File: src/rtl/mem_mc_arb.sv
// mem_mc_arb: NUM_CH requesters share one 2**ADDR_WIDTH x DATA_WIDTH array.
// A round-robin arbiter grants at most one request per cycle. Reads return
// through a fixed-latency pipeline with a one-hot strobe naming the channel.
module mem_mc_arb #(
  parameter int NUM_CH       = 2,
  parameter int ADDR_WIDTH   = 5,
  parameter int DATA_WIDTH   = 8,
  parameter int READ_LATENCY = 2
) (
  input  logic                           clk,
  input  logic                           reset,
  input  logic [NUM_CH-1:0]              req_valid,
  output logic [NUM_CH-1:0]              req_ready,
  input  logic [NUM_CH-1:0]              req_write,
  input  logic [NUM_CH*ADDR_WIDTH-1:0]   req_addr,
  input  logic [NUM_CH*DATA_WIDTH-1:0]   req_wdata,
  output logic [NUM_CH-1:0]              rsp_valid,
  output logic [DATA_WIDTH-1:0]          rsp_data
);

  localparam int PTR_W = (NUM_CH > 1) ? $clog2(NUM_CH) : 1;
  localparam int DEPTH = 1 << ADDR_WIDTH;

  logic [PTR_W-1:0]      ptr_q, ptr_d;
  logic [DATA_WIDTH-1:0] mem_q [DEPTH];

  // Stage 0 is loaded at the read handshake edge; stage READ_LATENCY drives
  // the response, so the strobe appears READ_LATENCY edges after the transfer.
  logic [NUM_CH-1:0]     pipe_vld_q  [READ_LATENCY+1];
  logic [NUM_CH-1:0]     pipe_vld_d  [READ_LATENCY+1];
  logic [DATA_WIDTH-1:0] pipe_data_q [READ_LATENCY+1];
  logic [DATA_WIDTH-1:0] pipe_data_d [READ_LATENCY+1];

  logic [NUM_CH-1:0]     rot;
  logic                  grant_any;
  logic [PTR_W-1:0]      grant_idx;
  logic [NUM_CH-1:0]     grant;
  logic                  sel_write;
  logic [ADDR_WIDTH-1:0] sel_addr;
  logic [DATA_WIDTH-1:0] sel_wdata;

  // Round-robin pick: rotate valids so the pointer channel sits at bit 0,
  // take the first set bit, map it back to a channel index.
  always_comb begin
    rot       = NUM_CH'({req_valid, req_valid} >> ptr_q);
    grant_any = 1'b0;
    grant_idx = '0;
    for (int k = 0; k < NUM_CH; k++) begin
      if (!grant_any && rot[k]) begin
        grant_any = 1'b1;
        grant_idx = PTR_W'((int'(ptr_q) + k) % NUM_CH);
      end
    end
    // No grants while reset is held, so nothing transfers into the array.
    if (reset) grant_any = 1'b0;
    grant     = grant_any ? (NUM_CH'(1) << grant_idx) : '0;
    req_ready = grant;
  end

  // Mux out the granted channel's request and advance the pointer past it.
  always_comb begin
    sel_write = 1'b0;
    sel_addr  = '0;
    sel_wdata = '0;
    for (int c = 0; c < NUM_CH; c++) begin
      if (grant[c]) begin
        sel_write = req_write[c];
        sel_addr  = req_addr[c*ADDR_WIDTH +: ADDR_WIDTH];
        sel_wdata = req_wdata[c*DATA_WIDTH +: DATA_WIDTH];
      end
    end
    ptr_d = ptr_q;
    if (grant_any) ptr_d = PTR_W'((int'(grant_idx) + 1) % NUM_CH);
  end

  // Read pipeline next state: capture pre-edge array contents on a read grant.
  always_comb begin
    pipe_vld_d[0]  = (grant_any && !sel_write) ? grant : '0;
    pipe_data_d[0] = mem_q[sel_addr];
    for (int s = 1; s <= READ_LATENCY; s++) begin
      pipe_vld_d[s]  = pipe_vld_q[s-1];
      pipe_data_d[s] = pipe_data_q[s-1];
    end
  end

  // Control state: pointer and response strobes, flushed by reset.
  always_ff @(posedge clk or posedge reset) begin
    if (reset) begin
      ptr_q      <= '0;
      pipe_vld_q <= '{default: '0};
    end else begin
      ptr_q      <= ptr_d;
      pipe_vld_q <= pipe_vld_d;
    end
  end

  // Datapath state: storage array and read data, never reset.
  always_ff @(posedge clk) begin
    pipe_data_q <= pipe_data_d;
    if (grant_any && sel_write) mem_q[sel_addr] <= sel_wdata;
  end

  assign rsp_valid = pipe_vld_q[READ_LATENCY];
  assign rsp_data  = (|pipe_vld_q[READ_LATENCY]) ? pipe_data_q[READ_LATENCY] : '0;

endmodule

File: config.mk
export PLATFORM = sky130hd
export DESIGN_NAME = mem_mc_arb
export DESIGN_NICKNAME = d
export VERILOG_FILES = /design/src/rtl/mem_mc_arb.sv
export SDC_FILE = /design/constraint.sdc
export NUM_CORES = 1
export LEC_CHECK = 0
export CAP_MARGIN = 20
export CORE_MARGIN = 5
export CORE_UTILIZATION = 45
export DETAILED_ROUTE_END_ITERATION = 10
export SLEW_MARGIN = 20
export SYNTH_ARGS = -nofsm -noshare
export SYNTH_HDL_FRONTEND = slang
export SYNTH_SLANG_ARGS = --single-unit
File: constraint.sdc
create_clock -name clk -period 3 [get_ports clk]
set_input_delay 0.6 -clock clk [delete_from_list [all_inputs] [get_ports clk]]
set_output_delay 0.6 -clock clk [all_outputs]
set_load 0.01 [all_outputs]
==> impl_metrics.tcl <==
set metrics [dict create \
    multiInputGateArea_um2 2440 \
    grt_setup_unrepaired "no" \
    design.die.area_um2 27500 \
    via_count 6437 \
    arrival_ps 3340 \
    vdd_ir_drop_max_mv 0.560 \
    initial_utilization_pct 45.4 \
    synth_most_common_cell "edfxtp_1" \
    nFillCells 1950 \
    drt_wl_total_um 26700 \
    synth_edf_count 256 \
    rows 57 \
    insertion_delay_ps 530 \
    cts_buffer_depth 3 \
    io_buffers 43 \
    dpl.hpwl_um 18100 \
    setup_slack_ps 61.7 \
    r2r-start "ptr_q" \
    synthTopCellsByArea "edfxtp_1 (70%), mux2i_1 (5.2%), dfxtp_1 (4.4%)" \
    numCtsBuffers 29 \
    final_cells 1176 \
    reg2reg_to "pipe_data_d[12]" \
    intPower_uw 6860 \
    first_global_vias 6653 \
    htree_levels 1 \
    final-hold-violation-count 0 \
    fin_crit_sh_pct 97.9 \
    wl_per_cell_um 22.7 \
    clockRootBuffer "clkbuf_16" \
    synth_common_cells "edfxtp_1 (256), nand2_1 (67), mux2i_1 (57)" \
    path_common_cell "nor2b_1" \
    dieHeight_um 166 \
    worstMarginPinSlew_ps 582 \
    synth_seq_cells 287 \
    cts.sinks 287 \
    slowest_delay_ps 530 \
    p_sw_uw 1850 \
    grt_pass1_wl_um 41200 \
    netlist.area_leader.share_pct 70.2 \
    nets 861 \
    final-setup-viol-count 0 \
    die_x_um 166 \
    grt_use_total_pct 19.5 \
    fin_skew_ps 13.6 \
    crit_required_ps 3400 \
    cp_slowest_cell "mux4_2" \
    cap_violations 0 \
    pwr-share-seq_pct 51.7 \
    place_inst 1122 \
    max_freq_mhz 340 \
    drt_iter0_drc 598 \
    io_pins 44 \
    crit_path_cell_trace "clkdlybuf4s50_1, nor2b_1, nor2_1, a22oi_2, buf_12, mux4_2, nor2b_1, nor4_2, nand3_1" \
    ant_nets 0 \
    crit_path_end_kind "flip-flop" \
    post-route-drc-count 0 \
    power.share.clock_pct 39.9 \
    path_max_fanout 19 \
    avgViaCountPerCell 5.47 \
    synth_cell_types 33 \
    overflow 0 \
    hold_class "flip-flop to flip-flop" \
    dr.pass1.iters 5 \
    power_leakage_uw 0.00501 \
    status "finished clean" \
    grt_start_max_net_pins 33 \
    seq_area_um2 8340 \
    crit_start "req_valid[0]" \
    layout_min_cycle_time_ps 2940 \
    async_flop_share_pct 2.44 \
    ys_seq_area_share_pct 76.2 \
    grt_antenna_before_repair 0 \
    reg2reg_depth 8 \
    switching_share_pct 21.2 \
    gp_congestion 0.839 \
    area_delta_synth_final_pct 24.6 \
    synth_cells 653 \
    worstSetupPathType "primary input to flip-flop" \
    slew_violations 0 \
    synth_top_cell_by_area "edfxtp_1" \
    comb_power_share_pct 8.4 \
    postSynthAreaPerCell_um2 16.8 \
    ctsHoldBuffers 0 \
    slew_headroom_pct 61.0 \
    syn-cell-area_um2 10900 \
    place_worst_setup_slack_ps -730 \
    core-area_um2 24100 \
    powerDensity_nw_per_um2 638 \
    path_clk_slew_ps 60 \
    startpoint_type "primary input" \
    crit_end "pipe_data_d[12]" \
    syn_nets 685 \
    ys_warn_count 0 \
    synth_ff_type "edfxtp_1" \
    cts_tree "done" \
    cts_setup_buffers 0 \
    drive_above_1_share_pct 23.5 \
    r2r_setup_slack_ps 240 \
]
flip-flops by register name (all words and copies together), names as in the netlist:
signal       flops
mem_q          256
pipe_data_d     16
pipe_data_q      8
pipe_vld_d       4
rsp_valid        2
ptr_q            1
kinds of logic after synthesis:
logic type	Yosys count	synth area share [%]
muxes	78	9.53
buffers and inverters	29	1.70
and+or+nand+nor	174	7.26
DFF	287	76.2
AOI/OAI and AO/OA	85	5.30
critical path: cells and delay by family:
family / cells / cell delay, ps
buf+inv: 2 / 770
simple gates: 5 / 1060
mux: 1 / 530
compound gates: 1 / 340
layout make-up:
type / count / area share, %
diodes: 1 / 0.0183
clock buffers: 41 / 5.95
clock inverters: 12 / 0.871
inverters: 1 / 0.0275
multi-input cells: 337 / 17.9
flip-flops and latches: 287 / 61.2
well taps: 324 / 2.97
repair buffers: 173 / 11.1
routing by layer:
metal | up-vias | global-route usage, % | wire, um
met1 | 3257 | 27.4 | 11500
met2 | 221 | 32.0 | 13000
li1 | 2914 | - | -
met5 | - | 0 | 0
met3 | 45 | 3.67 | 1650
met4 | 0 | 4.48 | 607
repair_timing:
action                                 4_1_cts  5_1_grt
endpoints found under the hold margin        0        0
setup endpoints to repair                    2        2
resized for setup                            2        1
pin swaps                                    0        1
gates cloned                                 0        0
per-stage QoR:
step / hold WS, ps / area (um2) / total power, uW / TNS, ps / utilization, %
final: 325 / 13600 / 8710 / 0 / 56.6
after CTS: 326 / 13600 / 8780 / 0 / 56.6
after floorplan: 310 / 10900 / 4930 / 0 / -
after detailed placement: 313 / 12700 / 5320 / -19560 / 52.7
after global placement: 315 / 12700 / 5300 / -11570 / 52.7
after global routing: 342 / 13600 / 9020 / 0 / 56.6
cell usage in the layout (no fill, tap or decap), types with 3 or more instances in the layout:
master	instances
nor2b_1	16
clkinv_2	4
dfrtp_1	7
mux2i_1	57
buf_12	9
nor3_1	3
o32ai_1	5
a21oi_1	31
edfxtp_1	256
clkbuf_1	9
clkbuf_16	30
a22o_1	10
nor4_1	15
mux4_2	21
a32oi_1	3
a22oi_1	6
nand2b_1	4
clkdlybuf4s50_1	43
dfxtp_1	24
buf_4	121
o22ai_1	23
nand2_1	67
nand4_1	3
nor2_1	39
nand3_1	18
power by group through the flow:
stage               clock network [uW]  registers (uW)  logic (uW)
floorplan                            0            4570         361
global placement                     0            4590         711
detailed placement                   0            4590         727
CTS                               3550            4500         731
global route                      3720            4510         780
finish                            3470            4500         728
worst min path at each step:
stage	start	slack (ps)	cells past startpoint	to
after floorplan	pipe_data_d[8]	310	0	pipe_data_d[0]
after detailed placement	pipe_data_d[0]	310	0	pipe_data_q[0]
final	pipe_data_d[0]	330	0	pipe_data_q[0]
after global placement	pipe_data_d[4]	310	0	pipe_data_q[4]
after global routing	pipe_data_d[2]	340	0	pipe_data_q[2]
after CTS	pipe_data_d[0]	330	0	pipe_data_q[0]
No activity file was read; power rests on OpenSTA's default activity.
